**src/rtl/video_out_pipe.sv**
```systemverilog
// 640x480@60 video output pipe: 320x240 native rows, 2x2 doubled,
// row RAM -> palette RAM -> rgb with 4-cycle counter-to-pixel latency.
// Ports:
//   clk, rst_n (async, active-low)
//   rram_rdaddr/rram_rddata: row RAM (index per native column)
//   pram_rdaddr/pram_rddata: palette RAM (24-bit colour in [23:0])
//   row_req/row_num: request to the renderer to fill the next native row
//   hsync, vsync (active-low), de, rgb: display outputs
//   test_pattern: colour-bar override, present only when
//   VIDEO_OUT_TEST_PATTERN_EN is defined
module video_out_pipe (
  input  logic        clk,
  input  logic        rst_n,
`ifdef VIDEO_OUT_TEST_PATTERN_EN
  input  logic        test_pattern,
`endif
  output logic [8:0]  rram_rdaddr,
  input  logic [9:0]  rram_rddata,
  output logic [9:0]  pram_rdaddr,
  input  logic [31:0] pram_rddata,
  output logic        row_req,
  output logic [7:0]  row_num,
  output logic        hsync,
  output logic        vsync,
  output logic        de,
  output logic [23:0] rgb
);

  logic [9:0]  h_q, h_d;
  logic [9:0]  v_q, v_d;
  logic [8:0]  rdaddr_q, rdaddr_d;
  logic [9:0]  pidx_q;
  logic [2:0]  vis_q, hs_q, vs_q;
  logic        de_q, hsync_q, vsync_q;
  logic [23:0] rgb_q, rgb_d;
  logic        req_q, req_d;
  logic [7:0]  num_q, num_d;
  logic        vis0, hs0, vs0;
  logic        req_row;
  logic        unused_hi;

  assign unused_hi = ^pram_rddata[31:24];

  always_comb begin
    h_d = (h_q == 10'd799) ? 10'd0 : h_q + 10'd1;
    v_d = v_q;
    if (h_q == 10'd799)
      v_d = (v_q == 10'd524) ? 10'd0 : v_q + 10'd1;
  end

  assign vis0 = (h_q < 10'd640) && (v_q < 10'd480);
  assign hs0  = !((h_q >= 10'd656) && (h_q <= 10'd751));
  assign vs0  = !((v_q >= 10'd490) && (v_q <= 10'd491));

  // Address and row request come from the next-state counters so
  // they line up with h_q; this buys back one cycle of RAM latency.
  always_comb begin
    rdaddr_d = (h_d < 10'd640) ? h_d[9:1] : 9'd0;
    req_row  = !v_d[0] &&
               ((v_d <= 10'd476) || (v_d == 10'd524));
    req_d    = (h_d == 10'd640) && req_row;
    num_d    = 8'd0;
    if (req_d && (v_d != 10'd524))
      num_d = v_d[8:1] + 8'd1;
  end

`ifdef VIDEO_OUT_TEST_PATTERN_EN
  logic [2:0] bar0;
  logic [2:0] bar_q [3];

  always_comb begin
    bar0 = 3'd7;
    if (h_q < 10'd560) bar0 = 3'd6;
    if (h_q < 10'd480) bar0 = 3'd5;
    if (h_q < 10'd400) bar0 = 3'd4;
    if (h_q < 10'd320) bar0 = 3'd3;
    if (h_q < 10'd240) bar0 = 3'd2;
    if (h_q < 10'd160) bar0 = 3'd1;
    if (h_q < 10'd80)  bar0 = 3'd0;
  end

  always_ff @(posedge clk or negedge rst_n) begin
    if (!rst_n) begin
      bar_q[0] <= 3'd0;
      bar_q[1] <= 3'd0;
      bar_q[2] <= 3'd0;
    end else begin
      bar_q[0] <= bar0;
      bar_q[1] <= bar_q[0];
      bar_q[2] <= bar_q[1];
    end
  end

  always_comb begin
    rgb_d = pram_rddata[23:0];
    if (test_pattern) begin
      unique case (bar_q[2])
        3'd0:    rgb_d = 24'hFFFFFF;
        3'd1:    rgb_d = 24'hFFFF00;
        3'd2:    rgb_d = 24'h00FFFF;
        3'd3:    rgb_d = 24'h00FF00;
        3'd4:    rgb_d = 24'hFF00FF;
        3'd5:    rgb_d = 24'hFF0000;
        3'd6:    rgb_d = 24'h0000FF;
        default: rgb_d = 24'h000000;
      endcase
    end
    if (!vis_q[2])
      rgb_d = 24'h000000;
  end
`else
  always_comb begin
    rgb_d = vis_q[2] ? pram_rddata[23:0] : 24'h000000;
  end
`endif

  always_ff @(posedge clk or negedge rst_n) begin
    if (!rst_n) begin
      h_q      <= 10'd0;
      v_q      <= 10'd0;
      rdaddr_q <= 9'd0;
      pidx_q   <= 10'd0;
      vis_q    <= 3'b000;
      hs_q     <= 3'b111;
      vs_q     <= 3'b111;
      de_q     <= 1'b0;
      hsync_q  <= 1'b1;
      vsync_q  <= 1'b1;
      rgb_q    <= 24'h000000;
      req_q    <= 1'b0;
      num_q    <= 8'd0;
    end else begin
      h_q      <= h_d;
      v_q      <= v_d;
      rdaddr_q <= rdaddr_d;
      pidx_q   <= rram_rddata;
      vis_q    <= {vis_q[1:0], vis0};
      hs_q     <= {hs_q[1:0], hs0};
      vs_q     <= {vs_q[1:0], vs0};
      de_q     <= vis_q[2];
      hsync_q  <= hs_q[2];
      vsync_q  <= vs_q[2];
      rgb_q    <= rgb_d;
      req_q    <= req_d;
      num_q    <= num_d;
    end
  end

  assign rram_rdaddr = rdaddr_q;
  assign pram_rdaddr = pidx_q;
  assign row_req     = req_q;
  assign row_num     = num_q;
  assign hsync       = hsync_q;
  assign vsync       = vsync_q;
  assign de          = de_q;
  assign rgb         = rgb_q;

endmodule

```
**config.mk**
```make
export PLATFORM = sky130hd
export DESIGN_NAME = video_out_pipe
export DESIGN_NICKNAME = d
export VERILOG_FILES = /design/src/rtl/video_out_pipe.sv
export SDC_FILE = /design/constraint.sdc
export NUM_CORES = 1
export LEC_CHECK = 0
export BUFFER_PORTS_ARGS = -buffer_cell sky130_fd_sc_hd__buf_2
export CAP_MARGIN = 30
export CORE_ASPECT_RATIO = 0.6
export CORE_MARGIN = 2
export CORE_UTILIZATION = 40
export CTS_CLUSTER_SIZE = 10
export DETAILED_ROUTE_END_ITERATION = 12
export PLACE_DENSITY = 0.7
export REMOVE_ABC_BUFFERS = 1
export SLEW_MARGIN = 20
export SYNTH_ARGS = -nofsm -noshare
export SYNTH_HDL_FRONTEND = slang
export SYNTH_SLANG_ARGS = --single-unit
export TNS_END_PERCENT = 5
```
**constraint.sdc**
```tcl
create_clock -name clk -period 6.8 [get_ports clk]
set_clock_uncertainty 0.2 [all_clocks]
set_input_delay 0.68 -clock clk [delete_from_list [all_inputs] [get_ports clk]]
set_output_delay 0.68 -clock clk [all_outputs]
set_load 0.02 [all_outputs]
```
==> metrics.md <==
| Metric | Value |
|---|---|
| Area of the die | 9390 sq um |
| Startpoint types | register |
| Synth area leader | dfrtp_1 |
| Max stage delay on crit path | 0.44 ns |
| Post-Syn Instances | 296 |
| Gate power share | 4.9% |
| Skew-Pair Late Insertion Delay | 0.33 ns |
| Crit. Startpoint | h_q[0] |
| Final Critical Period | 3.24 ns |
| Die Height | 75.9 um |
| R2r endpoint | row_num[6] |
| Clk buf depth | 2 |
| Clock sink count | 84 |
| Share of post-route cells with drive strength above 1 | 31.5% |
| Post-DP HPWL | 5.33 mm |
| Reg2reg path depth | 11 |
| Slowest CP cell | dfrtp_1 |
| Finished Layout Cells | 503 |
| GP Congestion | a little under 1 |
| Setup TNS | 0 ns |
| Crit path DAT | about 3.2 ns |
| Slew Limit Headroom | between 40% and 50% |
| Fillcell total | ~740 |
| Post_cts resized | 0 |
| PortBufs | 90 |
| TritonCTS clock tree | yes |
| Core area | 8430 sq um |
| Grt met3 use | between 5 and 6% |
| Routed len/inst | around 15 um |
| Htree depth | 3 |
| Sw Ratio | 22.7% |
| Setup CP Type | reg2reg |
| Hold buffers post-CTS | 0 |
| Status | finished, final reports clean |
| DR DRC count | 0 |
| M2 GR Usage | 24.8% |
| Most frequent cell after synthesis | dfrtp_1 |
| F_max | roughly 310 MHz |
| Initial Util | 40.9% |
| Max-slew violations | 0 |
| Post-synth top flop | dfrtp_1 |
| Global route hottest layer | met2 |
| Buffer count from post-CTS setup fixing | 0 |
| CP endpoint kind | register |
| Register share of total power | between 50% and 60% |
| Net Switching | 228 uW |
| Crit Path Max Fanout | 11 |
| Ys async rst share | 100% |
| Pre-antenna DRT Iters | 4 |
| Antenna Diode Count | 0 |
| Dpl cells | ~490 |
| Initial DRC count | 218 |
| Peak supply drop | between 0.1 and 0.15 mV |
| Ys Warns | 0 |
| CTS Buf Count | 9 |
| Clock Tree Root | clkbuf_16 |
| Die W | 124 um |
| Overall power | around 1 mW |
| Critical path capture point | row_num[6] |
| Number of synthesized register bits | between 80 and 90 |
| Final wirelength | 7.39 mm |
| Worst R2R Setup Slack | ~3.6 ns |
| Row cnt | 26 |
| Clk slew on worst S/H paths | ~0.06 ns |
| Overflow after GRT | 0 |
| Syn avg cell area | 11.6 sq um |
| Final setup violating endpoints | 0 |
| Hold WS | 0.0202 ns |
| Vias in the first global route | roughly 2.3k |
| Initial antenna violation count | 0 |
| Via count | 2495 |
| RSZ-0062 raised after global routing | no |
| Max Cap Violations | 0 |
| Final worst path period share | 47.7% |
| Pin count of the biggest net entering global routing | 65 |
| Number of enable flip-flop cells after synthesis | 0 |
| Hold Path Class | in2async |
| Most common library cells after synthesis | dfrtp_1 (76), nor2_1 (26), and2_1 (25) |
| Global routing met1 resource utilization | 23.0% |
| First-pass GRT wire length | ~12 mm |
| Clock share of power | around 44% |
| Critical Path, Cell by Cell | ha_1 > and4_1 > nand3_1 > nor2_1 > nand2_1 > o21ai_0 > ha_1 > nand3_1 > nor3_1 > xnor2_1 > nor2_1 |
| Worst Path Required | approximately 6.8 ns |
| # IOs | 99 |
| Post-synth top area share | 55.2% |
| Hold Vio Cnt, Final | 0 |
| FF-to-FF Start | h_q[0] |
| Most area-consuming cells after synthesis | dfrtp_1 (55%), dfstp_2 (6.1%), and2_1 (4.5%), xnor2_1 (3.3%), nor2_1 (2.8%) |
| Slew @ Worst Pin | 0.843 ns |
| Total track usage | 16.8% |
| Synth unique cells | 55 |
| Leak Pwr | 1.98 nW |
| Sequential area share after synthesis | between 60% and 70% |
| DR vias/cell | 4.96 |
| Pwr dens | ~240 nW/um^2 |
| Synth Cell Area | between 3000 and 4000 sq um |
| Nets | 437 |
| Pint | a little under 800 uW |
| Area Overhead vs Synth | 23.8% |
| Antenna-violating nets left | 0 |
cell usage in the layout (no fill, tap or decap), types with 2 or more instances in the layout:
cell type,count
buf_2,89
dfrtp_1,76
nor2_1,26
and2_1,25
inv_1,18
nand2_1,15
xnor2_1,13
nand3_1,12
o21ai_0,10
nand4_1,9
clkbuf_16,9
dfstp_2,8
nor3_1,7
ha_1,6
nor2b_1,5
or3_1,4
and4_1,3
nand2b_1,3
xor2_1,3
a21oi_1,3
clkinvlp_4,3
nor4_1,2
a21boi_0,2
o221ai_1,2
nor3b_1,2
a31oi_1,2
nand3b_1,2
inv_6,2
buf_4,2
how the worst min path moves through the flow:
stage	endpoint	slack (ns)
2_1_floorplan	vis_q[1]	0.13
3_3_place_gp	vis_q[1]	0.13
3_5_place_dp	vis_q[2]	0.14
4_1_cts	rram_rdaddr[0]	0.02
5_1_grt	rram_rdaddr[2]	0.03
6_report	rram_rdaddr[2]	0.02
routing by layer:
layer / share of wire (%) / vias to the layer above / wire length, um
met5: 0 / - / 0
li1: - / 1195 / -
met2: 42 / 126 / 3140
met4: 1.6 / 0 / 117
met1: 46 / 1161 / 3400
met3: 9.9 / 13 / 734
final cells by class:
type / instances / area (sq um) / share of cell area (%)
Clock inverter: 6 / 48.8 / 1.14
Inverter: 18 / 67.6 / 1.58
Sequential cell: 84 / 2110 / 49.5
Tap cell: 112 / 140 / 3.29
Timing Repair Buffer: 91 / 460 / 10.8
Clock buffer: 9 / 225 / 5.28
Multi-Input combinational cell: 183 / 1210 / 28.4
sequential cells by signal, indices dropped and copies added, names as in the netlist, 3 cells and up:
signal and cells:
h_q 10, hs_q 3, pram_rdaddr 10, rgb 24, row_num 8, rram_rdaddr 9, v_q 10, vis_q 3
vs_q 3
power by group through the flow:
stage	clock (mW)	sequential (mW)	combinational [mW]
2_1_floorplan	0	0.536	0.00481
3_3_place_gp	0	0.521	0.0498
3_5_place_dp	0	0.522	0.0506
4_1_cts	0.458	0.512	0.0506
5_1_grt	0.484	0.513	0.0550
6_report	0.443	0.512	0.0492
cell families (layout without fill, tap and decap cells):
family                     Yosys count  count (layout)  synth area share, %
and+or+nand+nor                    127             127                 21.5
AOI/OAI and AO/OA                   33              33                 7.08
buffers and inverters               29             124                 3.52
muxes                                1               1                0.327
xor gates and xnor gates            16              16                 4.07
DFF                                 84              84                 61.3
adders and majority gates            6               6                 2.18
critical path, delay by kind of cell, from the launching register on:
family | cells | cell delay [ns]
fa+ha+maj | 2 | 0.52
xor+xnor | 1 | 0.15
compound gates | 1 | 0.16
flops | 1 | 0.44
simple gates | 7 | 1.63
stage by stage:
step                      setup slack (ns)  util [%]  cell area (sq um)
after floorplan                       4.15         -               3390
after global placement                3.65      47.4               3990
after detailed placement              3.64      47.4               3990
after CTS                             3.62      50.6               4270
after global routing                  3.20      50.6               4270
final                                 3.56      50.6               4270
Power figures use the tool's default switching activity.
